### config.mk
export PLATFORM = sky130hd
export DESIGN_NAME = fifo_read_packer
export DESIGN_NICKNAME = d
export VERILOG_FILES = /design/src/rtl/fifo_pkg.sv /design/src/rtl/fifo_read_packer.sv
export SDC_FILE = /design/constraint.sdc
export NUM_CORES = 1
export LEC_CHECK = 0
export CAP_MARGIN = 10
export CORE_MARGIN = 4
export CORE_UTILIZATION = 40
export DETAILED_ROUTE_END_ITERATION = 16
export PLACE_DENSITY = 0.71
export SYNTH_ARGS = -nofsm -noshare
export SYNTH_HDL_FRONTEND = slang
export SYNTH_SLANG_ARGS = --single-unit
### constraint.sdc
create_clock -name clk -period 1.9 [get_ports clk]
set_clock_uncertainty 0.1 [all_clocks]
set_input_delay 0.38 -clock clk [delete_from_list [all_inputs] [get_ports clk]]
set_output_delay 0.38 -clock clk [all_outputs]
set_load 0.03 [all_outputs]
### src/rtl/fifo_pkg.sv
`default_nettype none
// =====================================================================
// Module   : fifo_pkg
// Purpose  : Shared state encoding and default sizing for the read packer.
// Revision : 1.0 - initial release
// =====================================================================
package fifo_pkg;

    localparam int c_DATA_WIDTH_DEF  = 8;
    localparam int c_PACK_FACTOR_DEF = 4;

    typedef enum logic [0:0] {
        ST_FILL = 1'b0,
        ST_HOLD = 1'b1
    } state_t;

endpackage
`default_nettype wire

### src/rtl/fifo_read_packer.sv
`default_nettype none
// =====================================================================
// Module   : fifo_read_packer
// Purpose  : Reads FIFO byte lanes and packs them into wide output words.
// Revision : 1.0 - initial release
// =====================================================================
module fifo_read_packer
    import fifo_pkg::*;
#(
    parameter int DATA_WIDTH  = c_DATA_WIDTH_DEF,
    parameter int PACK_FACTOR = c_PACK_FACTOR_DEF
) (
    input  logic                              clk,
    input  logic                              reset,
    input  logic                              fifo_empty,
    input  logic [DATA_WIDTH-1:0]             fifo_dout,
    output logic                              fifo_read,
    input  logic                              flush,
    output logic [DATA_WIDTH*PACK_FACTOR-1:0] m_data,
    output logic [PACK_FACTOR-1:0]            m_keep,
    output logic                              m_valid,
    input  logic                              m_ready
);

    localparam int              CNT_W  = $clog2(PACK_FACTOR + 1);
    localparam logic [CNT_W:0]  c_PF   = (CNT_W + 1)'(PACK_FACTOR);
    localparam logic [CNT_W-1:0] c_LAST = CNT_W'(PACK_FACTOR - 1);

    state_t                            r_state;
    logic [CNT_W-1:0]                  r_cnt;
    logic                              r_inflight;
    logic                              r_flush_pend;
    logic [DATA_WIDTH*PACK_FACTOR-1:0] r_data;
    logic [PACK_FACTOR-1:0]            r_keep;
    logic                              r_valid;

    logic                              w_fill;
    logic [CNT_W:0]                    w_occupancy;
    logic [PACK_FACTOR-1:0]            w_lane_sel;
    logic                              w_last_lane;
    logic                              w_flush_take;

    // Occupancy counts the lane whose data is still on its way back from the FIFO.
    assign w_fill       = (r_state == ST_FILL);
    assign w_occupancy  = {1'b0, r_cnt} + {{CNT_W{1'b0}}, r_inflight};
    assign fifo_read    = !reset && w_fill && !fifo_empty
                          && (w_occupancy < c_PF) && !r_flush_pend;
    assign w_lane_sel   = PACK_FACTOR'(1) << r_cnt;
    assign w_last_lane  = r_inflight && (r_cnt == c_LAST);
    assign w_flush_take = flush && (w_occupancy != '0);

    always_ff @(posedge clk or posedge reset) begin
        if (reset) begin
            r_state      <= ST_FILL;
            r_cnt        <= '0;
            r_inflight   <= 1'b0;
            r_flush_pend <= 1'b0;
            r_data       <= '0;
            r_keep       <= '0;
            r_valid      <= 1'b0;
        end else begin
            r_inflight <= fifo_read;
            case (r_state)
                ST_FILL: begin
                    if (r_inflight) begin
                        for (int i = 0; i < PACK_FACTOR; i++) begin
                            if (w_lane_sel[i]) begin
                                r_data[i*DATA_WIDTH +: DATA_WIDTH] <= fifo_dout;
                            end
                        end
                        r_keep <= r_keep | w_lane_sel;
                        r_cnt  <= r_cnt + CNT_W'(1);
                    end
                    // A pending flush blocks new reads, so any capture this edge is the last one.
                    if (w_last_lane || r_flush_pend) begin
                        r_state      <= ST_HOLD;
                        r_valid      <= 1'b1;
                        r_flush_pend <= 1'b0;
                    end else if (w_flush_take) begin
                        r_flush_pend <= 1'b1;
                    end
                end
                ST_HOLD: begin
                    if (m_ready) begin
                        r_state <= ST_FILL;
                        r_cnt   <= '0;
                        r_data  <= '0;
                        r_keep  <= '0;
                        r_valid <= 1'b0;
                    end
                end
                default: begin
                    r_state <= ST_FILL;
                end
            endcase
        end
    end

    assign m_data  = r_data;
    assign m_keep  = r_keep;
    assign m_valid = r_valid;

endmodule
`default_nettype wire
==> Word level (Yosys, flattened, before mapping) <==
Index checks and enable logic that the tools add are counted.
{ "op_classes": {"add_sub_neg": 2, "n_lt_le_gt_ge": 1, "bitwise_logic": 2, "eq_ne": 8, "mux": 21, "n_reduce_logical": 19, "n_shift": 1, "n_mul": 0, "div": 0} }
{ "op_table": {"columns": ["op", "count"], "rows": [
  ["$mux 32", 2],
  ["$pmux 32 s2", 1],
  ["$mux 8", 4],
  ["$reduce_and 3->1", 4],
  ["$ne 2x1->1 const B", 5],
  ["$mux 4", 2],
  ["$pmux 4 s2", 1],
  ["$logic_and 1x1->1", 6],
  ["$mux 1", 6],
  ["$mux 3", 2],
  ["$pmux 3 s2", 1],
  ["$reduce_and 2->1", 3],
  ["$add 3x1->4", 1],
  ["$lt 4x3->1 const B", 1],
  ["$ne 2x2->1 const B", 2],
  ["$or 4x4->4", 1],
  ["$pmux 1 s2", 2],
  ["$reduce_bool 4->1", 1],
  ["$shl 1x3->4 const A", 1],
  ["$add 3x1->3 const B", 1],
  ["$eq 3x2->1 const B", 1],
  ["$logic_not 1->1", 3],
  ["$reduce_bool 2->1", 1],
  ["$logic_or 1x1->1", 1],
  ["$not 1->1", 1]
]} }
{ "word_totals": {"out_inout_bits": 38, "latchBits": 0, "ramBits": 0, "ff_bits": 43, "rom_bits": 0, "memories": 0, "elab_cells": 64} }

==> Longest topological paths before layout <==
Gate-level depths: netlist of the first run.
{ "depth": {"ltp_word": 5, "mapped_depth": 7} }

==> Least setup slack after synthesis of the first run <==
Ideal clock, no wire load.
{ "synth_timing": {"path_kind": "register to output", "start": "register r_cnt[0]", "end": "output fifo_read", "setup_slack_ns": -0.057, "arrival_time_ns": 1.477, "stages_incl_launch_ff": 6, "n_path_buf": 0, "path_cell_list": "dfrtp_1 -> ha_1 -> ha_1 -> or2_2 -> o21ai_0 -> and2_1"} }
{ "synth_via": {"elab_chain_cells": 4} }
{ "synth_rtl": {"columns": ["item", "line_no", "rtl"], "rows": [
  ["start, declared", "fifo_read_packer.sv:30", "logic [CNT_W-1:0] r_cnt;"],
  ["start signal, assigned", "fifo_read_packer.sv:72", "r_cnt <= r_cnt + CNT_W'(1);"],
  ["$add 3x1->4", "fifo_read_packer.sv:45", "assign w_occupancy = {1'b0, r_cnt} + {{CNT_W{1'b0}}, r_inflight};"],
  ["$lt 4x3->1", "fifo_read_packer.sv:47", "&& (w_occupancy < c_PF) && !r_flush_pend;"],
  ["$logic_and 1x1->1 (2 in series)", "fifo_read_packer.sv:47", null],
  ["end, declared", "fifo_read_packer.sv:17", "output logic fifo_read,"]
]} }
No other way between the ends.

==> Worst setup path after layout of the first run <==
Same ends and word-level chain as after synthesis.

==> results of run 1 <==
## stage by stage
step           setup WS [ns]  std cells  cell area, um^2
6_report              -0.213        325             2850
5_1_grt               -0.261        325             2850
4_1_cts               -0.205        324             2820
3_5_place_dp         -0.0796        313             2640
3_3_place_gp         -0.0263        313             2640
2_1_floorplan         0.0113        195             2000
## final cells by class
type	count	area share [%]
flip-flops and latches	43	37.8
multi-input cells	128	29.6
repair buffers	68	23.6
well taps	67	2.95
clock buffers	6	2.55
clock inverters	2	2.11
inverters	11	1.45
## where the power goes
group	total [W]	leakage, nW	switching, W	internal, W
Sequential	0.00150	0.567	0.000261	0.00124
Clock	0.000827	0.0654	0.000302	0.000525
Combinational	0.00216	0.695	0.00118	0.000979
Total	0.00448	1.33	0.00174	0.00274
## layer usage
| metal | share of wire (%) | global-route usage, % |
|---|---|---|
| met4 | 1.5 | 4.20 |
| met3 | 5.5 | 4.65 |
| met5 | 0 | 0 |
| met2 | 47 | 27.0 |
| met1 | 46 | 22.6 |
## kinds of logic (layout without fill, tap and decap cells)
group           count (synthesis)  in the layout  share of synthesized area (%)
compound gates                 49             49                           15.9
mux                             8              8                           4.01
fa+ha+maj                       7              7                           4.38
flops                          43             43                           53.8
simple gates                   64             64                           15.1
buf+inv                        24             87                           6.82
## synthesized netlist by cell type
library cell / number / area (um^2)
nor2b_1: 1 / 6.26
dfrtp_1: 43 / 1080
o21ai_2: 7 / 61.3
a22oi_1: 1 / 7.51
nor3_1: 1 / 5.00
o21ai_0: 5 / 25.0
buf_4: 2 / 15.0
and3b_1: 1 / 8.76
inv_1: 11 / 41.3
nand2_2: 5 / 31.3
and2_1: 2 / 12.5
nand3_1: 4 / 20.0
nand2b_1: 2 / 12.5
a21o_1: 5 / 37.5
or2_2: 1 / 6.26
mux2i_1: 8 / 80.1
clkbuf_1: 2 / 7.51
nor4bb_1: 2 / 20.0
buf_2: 6 / 30.0
nand2_1: 43 / 161
a211oi_1: 5 / 37.5
o21ai_1: 13 / 65.1
nand4bb_1: 1 / 11.3
o21a_1: 3 / 22.5
nor4_1: 1 / 6.26
a21boi_1: 1 / 7.51
buf_6: 2 / 22.5
buf_12: 1 / 20.0
o22ai_1: 7 / 43.8
ha_1: 7 / 87.6
a21oi_1: 2 / 10.0
## placed cells by master (no fill, tap or decap), types with 5 or more instances in the layout
cell / synthesis / routed
ha_1: 7 / 5
dfrtp_1: 43 / 43
nand2_2: 5 / 5
mux2i_1: 8 / 8
nand2_1: 43 / 43
a211oi_1: 5 / 5
a21o_1: 5 / 5
inv_1: 11 / 10
o22ai_1: 7 / 7
clkbuf_8: 0 / 5
o21ai_2: 7 / 8
clkdlybuf4s50_1: 0 / 47
o21ai_1: 13 / 13
buf_4: 2 / 15
## worst paths after layout
| kind | to | slack (ns) |
|---|---|---|
| hold reg to reg | m_valid | 0.39 |
| hold / removal | m_data[0] | 0.35 |
| min in group clk | m_valid | 0.39 |
| setup / recovery | fifo_read | -0.21 |
| setup reg to reg | m_keep[3] | 0.11 |
| max in group asynchronous | m_data[13] | 1.14 |
## sequential cells by signal (all words and copies together), names as in the netlist
name	cells
m_keep	4
r_state	1
m_valid	1
r_inflight	1
m_data	32
r_cnt	3
r_flush_pend	1
## what timing repair did
item | in CTS | in global routing
buffers inserted | 3 | 1
cloned | 0 | 0
pin swaps | 2 | 2
setup endpoints to repair | 1 | 17
gates resized for setup | 8 | 5
## worst max-delay path: stages, from the launching register on
cell,delay (ns)
dfrtp_1,0.39
ha_2,0.21
buf_4,0.13
and2_1,0.16
o21ai_2,0.17
and2_4,0.17
buf_6,0.12
==> results.tsv, run 1 <==
metric	value	unit
multiInputGateArea	842	um^2
detailroute.via_count	1589	
routabilityCongestion	0.803	
syn_nets	215	
h-tree-depth	2	
vdd_drop_max	0.000749	V
die_area	6190	um^2
clkSlewWorstSetupHoldPaths	0.08	ns
detailed_place_hpwl	3230	um
post-route-period-util	111	%
power_per_unit_of_standard_cell_area	1570	nW/um^2
tritoncts_buffer_count	5	
worst_slew_pin_tran	0.483	ns
crit_path_start_kind	flip-flop	
layout.area.seq	1080	um^2
cts-hold-fix-buffers	0	
synth-seq-area-share	53.8	%
largest_fanout_of_any_net_on_the_critical_path	2	
fin_hold_ws	0.347	ns
avgRoutedWirePerCell	14.4	um
failing_checks	negative setup slack	
insertion_delay	0.29	ns
nNetsFinal	277	
slew_headroom	67.8	%
largest_net_degree_at_the_start_of_global_routing	44	
drv.max_cap_violation_count	0	
setup_violators_final	1	
synth-seq-cells	43	
i_o_pin_count	51	
synth_cells	195	
routed_via_density	4.89	
port-buffer-count	50	
n_antenna_cell	0	
syn-mean-instance-area	10.3	um^2
worstSetupEndpointType	output port	
status	complete, but fails checks	
initial_utilization	41.8	%
min-delay-path-class	in2async	
numClockSinks	43	
grt_pass1_vias	1607	
rsz0062_at_grt	true	
drive_gt1_share	17.8	%
clock-root-buffer	clkbuf_8	
final.setup.worst_slack	-0.213	ns
critPathKind	reg2out	
total_leakage_power	1.33	nW
synthToLayoutAreaGrowth	42.4	%
arrival_time_reported_for_the_critical_path_endpoint	1.63	ns
synth-warning-count	0	
die_w	78.7	um
die_height	78.7	um
post-route-drc-count	0	
track_usage	16.8	%
totalNegativeSetupSlack	-0.213	ns
placement_rows	25	
critPathRequiredTime	1.42	ns
first_pass_grt_wire_length	8070	um
ff2ff_path_depth	6	
globalRouteOverflowTotal	0	
cts_tree	done	
maxClockFrequency	473	MHz
layout.core_utilization	59.5	%
antenna_violating_nets_post_route	0	
final_power	0.00448	W
drt_iter0_markers	64	
post_synth_num_cell_types	31	
core_area	4790	um^2
r2r_start	r_cnt[0]	
fillerInstances	409	
worstSetupStartpoint	r_cnt[0]	
synthesis.area	2000	um^2
drtPass1Iterations	4	
detail_route.wirelength	4670	um
cts-root-to-sink-buffers	2	
layout_min_cycle_time	2.11	ns
final_max_slew_viol_count	0	
antenna_found_initial	0	
hold_viol_final	0	
(Power assumes the default switching activity.)
==> inputs of run 2 (changes only) <==
--- a/config.mk
+++ b/config.mk
@@ -9,6 +9,7 @@
 export CORE_MARGIN = 4
 export CORE_UTILIZATION = 40
 export DETAILED_ROUTE_END_ITERATION = 16
+export HOLD_SLACK_MARGIN = 0.03
 export PLACE_DENSITY = 0.71
 export SYNTH_ARGS = -nofsm -noshare
 export SYNTH_HDL_FRONTEND = slang
==> results of run 2 <==
No change in the layout: final DEF, timing and power equal those of run 1.
==> inputs of run 3 (changes only) <==
--- a/config.mk
+++ b/config.mk
@@ -9,7 +9,7 @@
 export CORE_MARGIN = 4
 export CORE_UTILIZATION = 40
 export DETAILED_ROUTE_END_ITERATION = 16
-export HOLD_SLACK_MARGIN = 0.03
+export HOLD_SLACK_MARGIN = 0.02
 export PLACE_DENSITY = 0.71
 export SYNTH_ARGS = -nofsm -noshare
 export SYNTH_HDL_FRONTEND = slang
==> constraint.sdc (replaced) <==
create_clock -name clk -period 1.9 [get_ports clk]
set_clock_uncertainty 0.1 [all_clocks]
set_input_delay 0.38 -clock clk [delete_from_list [all_inputs] [get_ports clk]]
set_output_delay 0.38 -clock clk [all_outputs]
set_load 0.01 [all_outputs]
==> results.tsv, run 3 (same netlist as run 1, synthesis figures left out) <==
metric	value	unit
track_usage	16.6	%
dr_wl_met2	2190	um
r2r_start	r_cnt[0]	
n_antenna_cell	0	
post-route-period-util	109	%
synthToLayoutAreaGrowth	41.2	%
worst_slew_pin_tran	0.289	ns
routed.top_layer	met4	
largest_fanout_of_any_net_on_the_critical_path	2	
detailroute.via_count	1576	
die_area	6190	um^2
vdd_drop_max	0.000777	V
reg2reg_slack	0.13	ns
power_per_unit_of_standard_cell_area	1390	nW/um^2
fin_hold_ws	0.394	ns
hold_viol_final	0	
final_max_slew_viol_count	0	
finalNonFillerCells	324	
i_o_pin_count	51	
drive_gt1_share	17.5	%
min_to	m_valid	
cts-root-to-sink-buffers	2	
placement_rows	25	
number_of_cells_on_the_worst_hold_path	2	
routed_via_density	4.86	
placed_area	2640	um^2
die_w	78.7	um
final.setup.worst_slack	-0.178	ns
routabilityCongestion	0.801	
arrival_time_reported_for_the_critical_path_endpoint	1.60	ns
drv.max_cap_violation_count	0	
h-tree-depth	2	
maxClockFrequency	481	MHz
post-route-drc-count	0	
crit_path_start_kind	flip-flop	
first_pass_grt_wire_length	8060	um
antenna_found_initial	0	
port-buffer-count	50	
initial_utilization	41.8	%
detail_route.wirelength	4700	um
failing_checks	negative setup slack	
design_area	2820	um^2
slew_headroom	80.7	%
drtPass1Iterations	4	
detail_route.wirelength.met1	2150	um
placement.setup.worst_slack	-0.429	ns
die_height	78.7	um
status	complete, but fails checks	
clkSlewWorstSetupHoldPaths	0.07	ns
r2r-end	m_data[1]	
largest_net_degree_at_the_start_of_global_routing	44	
clock-root-buffer	clkbuf_8	
numClockSinks	43	
hold_start	m_valid	
ff2ff_path_depth	8	
globalRouteOverflowTotal	0	
cts-hold-fix-buffers	0	
rsz0062_at_grt	true	
most_common_library_cell_in_the_layout_ignoring_fill_and_taps	clkdlybuf4s50_1	
min-delay-path-class	reg2reg	
final_power	0.00393	W
worstSetupEndpointType	output port	
detailed_place_hpwl	3320	um
insertion_delay	0.29	ns
nNetsFinal	277	
layout.cells.most_common_list	clkdlybuf4s50_1 (49), nand2_1 (43), dfrtp_1 (43)	
grt_pass1_vias	1602	
dp.cells	313	
core_area	4790	um^2
avgRoutedWirePerCell	14.5	um
cts_tree	done	
layout_min_cycle_time	2.08	ns
drt_iter0_markers	101	
antenna_violating_nets_post_route	0	
critPathRequiredTime	1.42	ns
critPathKind	reg2out	
largest_reg_flops	32	
met3RoutedLength	292	um
tritoncts_buffer_count	5	
setup_violators_final	1	
total_leakage_power	1.30	nW
[run 3: cell count changes in the layout (fill, tap and decap cells not counted), sizes merged]
| cell | change |
|---|---|
| dlymetal6s2s | -2 |
| clkdlybuf4s50 | +2 |
| bufinv | -1 |
[run 3: stage by stage]
stage | util [%] | setup TNS [ns]
final | 59.0 | -0.178
after global routing | 59.0 | -0.235
after CTS | 58.2 | -0.210
after detailed placement | 55.2 | -0.429
after global placement | 55.2 | -0.407
after floorplan | - | 0
[run 3: repair_timing]
item,CTS,global route
setup endpoints to repair,1,14
pin swaps,2,2
cloned,0,0
buffers inserted,2,2
resized for setup,12,3
[run 3: worst max-delay path, cell delays in order, from the launching register on]
cell and delay, ns:
dfrtp_1 0.39, ha_2 0.21, ha_4 0.16, or2_4 0.22, o21ai_2 0.07, and2_4 0.16
buf_6 0.09
[run 3: area by class of cell]
type	count	area, um^2
fillers	411	1960
flip-flops and latches	43	1080
multi-input cells	128	842
repair buffers	68	678
well taps	67	83.8
clock buffers	6	72.6
inverters	11	41.3
clock inverters	1	30.0
[run 3: report_power, final]
part,total [W],switching [W],internal (W),leakage (nW)
Sequential,0.00145,0.000213,0.00124,0.567
Clock,0.000692,0.000307,0.000385,0.0513
Combinational,0.00179,0.000808,0.000981,0.682
[run 3: worst max path at each step]
stage,from,end,slack (ns),depth (start not counted)
floorplan,r_cnt[0],fifo_read,0.08,5
global placement,r_cnt[0],fifo_read,-0.41,6
detailed placement,r_cnt[0],fifo_read,-0.43,6
CTS,r_inflight,fifo_read,-0.21,6
global route,r_cnt[0],fifo_read,-0.24,6
finish,r_cnt[0],fifo_read,-0.18,6
[run 3: per-layer routing]
metal	up-vias	GRT usage, %
li1	779	-
met1	748	22.7
met2	41	25.7
met3	8	4.65
met4	0	4.72
met5	-	0
==> RTL edit 1, RTL diff (config.mk and constraints of run 2) <==
`c_DATA_WIDTH_DEF`: 8 -> 10.
--- a/src/rtl/fifo_pkg.sv
+++ b/src/rtl/fifo_pkg.sv
@@ -6,7 +6,7 @@
 // =====================================================================
 package fifo_pkg;
 
-    localparam int c_DATA_WIDTH_DEF  = 8;
+    localparam int c_DATA_WIDTH_DEF  = 10;
     localparam int c_PACK_FACTOR_DEF = 4;
 
     typedef enum logic [0:0] {
Ports: changed (resized fifo_dout and m_data); port bits go from 51 to 61. The function was not compared with the original's and may differ.
==> RTL edit 1 against run 2 <==
The flow still finishes with violations (setup timing). Power grew 17%. Register-to-register slack improved by 30 ps. Setup slack better by 68 ps. Sequential cell count rose by 8. Area after synthesis is 21% higher. Routed wire length is 32% higher. Final cell count is 15% higher. Final area grew 20%. Highest routed layer unchanged.
==> RTL edit 1: results <==
[synthesis]
synthAdderAreaFrac_pct = 3.63
synth-xor-area-share_pct = 0.363
synth_ff_type = dfrtp_1
synth_area_leaders = dfrtp_1 (53%), mux2i_1 (9.1%), nand2_1 (8.7%), o22ai_1 (6.2%), ha_1 (3.6%)
synthTopCellsByCount = nand2_1 (56), dfrtp_1 (51), o22ai_1 (24)
syn_nets = 248
seq_area_frac_synth_pct = 52.9
synthMuxAreaShare_pct = 9.75
ys_types = 27
synth_compound_area_share_pct = 11.7
avgSynthCellArea_um2 = 10.7

[worst_setup_path]
cp.arrival_ps = 1570
r2r_cells = 7
r2r_slack_ps = 140
crit_path_start = r_inflight$_DFF_PP0_
path_delay_family = flip-flops
max_stage_delay_ps = 430
timing.rr.end = m_data[3]$_DFFE_PP0P_

[cells_and_area]
drive_above_1_share_pct = 14.7
largest_register_ffs = 40
fillers = 520
num-nets-final = 320

[routing]
met2_length_mm = 2.88
wl_mm = 6.17
dr.pass1.iters = 4
wl_met3_um = 327
wl_met1_mm = 2.88
vias_per_cell = 5.24
drtIter0Drc = 58
wl_per_cell_um = 16.5

[worst_hold_path]
hold_class = in2async

[placed_design]
gp_congestion = 0.782
dp.cells = 364
place_area_um2 = 3170
dpl.hpwl_mm = 4.36
io_buffers = 60
dp_slack_ps = -219

[status]
status = complete, but fails checks
violations = setup timing

[cts]
clk-insertion-delay-late_ps = 300
clkTransAtPathRegs_ps = 100

[sta]
tightest_slew_ps = 469
final.setup.worst_slack_ps = -145
setup_viol = 1
setup_tns_ps = -145

[grt]
grt_pass1_wl_mm = 10.2
gr-usage-all-layers_pct = 17.6
use_met3_pct = 3.84
grt_max_degree = 27
gr-usage-met1_pct = 24.1
grt_pass1_vias = 1965
grtUsageMet2_pct = 27.8

[power]
ir_worst_vdd_v = 0.000681
leakagePower_nw = 1.91
RTL edit 1: cell type report:
class	instances	area, um^2	area share, %
clock buffers	6	82.6	2.42
clock inverters	2	38.8	1.14
inverters	5	18.8	0.549
multi-input cells	157	1080	31.8
flip-flops and latches	51	1280	37.4
well taps	75	93.8	2.75
repair buffers	78	821	24.0
RTL edit 1: how the worst min path moves through the flow:
stage,startpoint,to,slack [ps],depth (start not counted)
after floorplan,r_flush_pend$_DFFE_PP0P_,r_flush_pend$_DFFE_PP0P_,390,2
after global placement,m_keep[3]$_DFFE_PP0P_,m_keep[3]$_DFFE_PP0P_,370,2
after detailed placement,m_keep[3]$_DFFE_PP0P_,m_keep[3]$_DFFE_PP0P_,370,2
after CTS,reset,m_data[7]$_DFFE_PP0P_,350,3
after global routing,reset,m_data[27]$_DFFE_PP0P_,390,3
final,reset,m_data[7]$_DFFE_PP0P_,370,3
RTL edit 1: what timing repair did:
item                       in CTS  in global routing
pin swaps                       4                  1
resized for setup              10                 24
setup endpoints to repair       1                 39
setup buffers                   2                  0
RTL edit 1: power by group:
| group | leakage, nW | total (mW) | switching, mW | internal [mW] |
|---|---|---|---|---|
| Clock | 0.0618 | 0.812 | 0.378 | 0.434 |
| Sequential | 0.668 | 1.71 | 0.271 | 1.44 |
| Combinational | 1.17 | 2.72 | 1.55 | 1.18 |
| Total | 1.91 | 5.24 | 2.19 | 3.05 |
RTL edit 1: worst register-to-register path: cells and delay by family, from the launching register on:
kind / cells / cell delay (ps)
compound gates: 2 / 350
fa+ha+maj: 1 / 190
buf+inv: 2 / 230
flops: 1 / 410
simple gates: 2 / 430
==> RTL edit 2, RTL diff (config.mk and constraints of run 2) <==
Made on the original files. Make the reset (`reset`) synchronous in one clocked block.
--- a/src/rtl/fifo_read_packer.sv
+++ b/src/rtl/fifo_read_packer.sv
@@ -49,7 +49,7 @@
     assign w_last_lane  = r_inflight && (r_cnt == c_LAST);
     assign w_flush_take = flush && (w_occupancy != '0);
 
-    always_ff @(posedge clk or posedge reset) begin
+    always_ff @(posedge clk) begin
         if (reset) begin
             r_state      <= ST_FILL;
             r_cnt        <= '0;
Check against the original RTL: differs if reset is asserted again (counterexample within 4 cycles, from zero or initial values and one cycle with reset high); with reset held inactive, the same outputs for 10 cycles.
==> RTL edit 2 against run 2 <==
The flow still finishes with violations (setup timing). Final area decreased by 13%. Sequential cell count did not move. Routed wire length is 17% lower. Global-route usage down 2.0 points. Area after synthesis is 14% lower. Hold slack improved by 22 ps. Setup slack better by 89 ps. Critical endpoint unchanged. Largest cell class unchanged.
Power is not compared: it rests on default switching activity, and its combinational part moved more than twofold at a synthesized area within 25%.
==> RTL edit 2: results <==
[status]
status = complete, but fails checks
violations = setup timing

[synthesis]
synth_area_leaders = dfxtp_1 (50%), nand3_1 (7.0%), ha_1 (5.1%), o21ai_0 (4.6%), a22o_1 (4.1%)
synthMuxAreaShare_pct = 1.16
avgSynthCellArea_um2 = 10.1
seq_area_frac_synth_pct = 49.9
synthAdderAreaFrac_pct = 5.08

[sta]
final.setup.worst_slack_ps = -124
setup_viol = 1
fin_hold_ws_ps = 369
setup_tns_ps = -124

[cells_and_area]
post-route-util_pct = 60.8
seq-cell-share_pct = 34.8
buffers = 61
inverters = 7

[worst_setup_path]
cp.arrival_ps = 1540
max_stage_delay_ps = 340
timing.rr.end = m_data[25]$_SDFFE_PP0P_
reg2reg_from = r_cnt[0]$_SDFFE_PP0P_
slowest_stage = dfxtp_2

[routing]
wl_mm = 3.88
wl_met3_um = 188
met2_length_mm = 1.69
dr.pass1.iters = 3

[placed_design]
place_area_um2 = 2280
dp.cells = 268
gp_congestion = 0.771
dpl.hpwl_mm = 2.86

[grt]
grtUsageMet2_pct = 21.0
grt_pass1_vias = 1315
gr-usage-all-layers_pct = 14.8

[worst_hold_path]
hold_class = reg2reg

[cts]
ctsResizeCount = 9
==> RTL edit 2: changes by cell type in the layout (fill, tap and decap cells not counted), moves of 5 or more <==
cell / run 2 / this run
dfrtp_1: 43 / 0
nand2b_1: 2 / 8
nor2_1: 0 / 9
nand2_1: 43 / 2
o21ai_0: 4 / 16
o22ai_1: 7 / 0
mux2i_1: 8 / 2
dfxtp_1: 0 / 40
buf_4: 15 / 10
a211oi_1: 5 / 0
nand2_2: 5 / 0
o21ai_1: 13 / 0
a22o_1: 0 / 8
nand3_1: 4 / 24
==> RTL edit 2: report_power, final <==
part / internal [mW] / switching [mW]
sequential: 0.931 / 0.0227
clock: 0.524 / 0.321
combinational: 0.126 / 0.158
total: 1.58 / 0.502
==> RTL edit 2: logic make-up after synthesis <==
| group | after synthesis |
|---|---|
| buf+inv | 18 |
| flops | 43 |
| fa+ha+maj | 7 |
| compound gates | 48 |
| simple gates | 52 |
| mux | 2 |
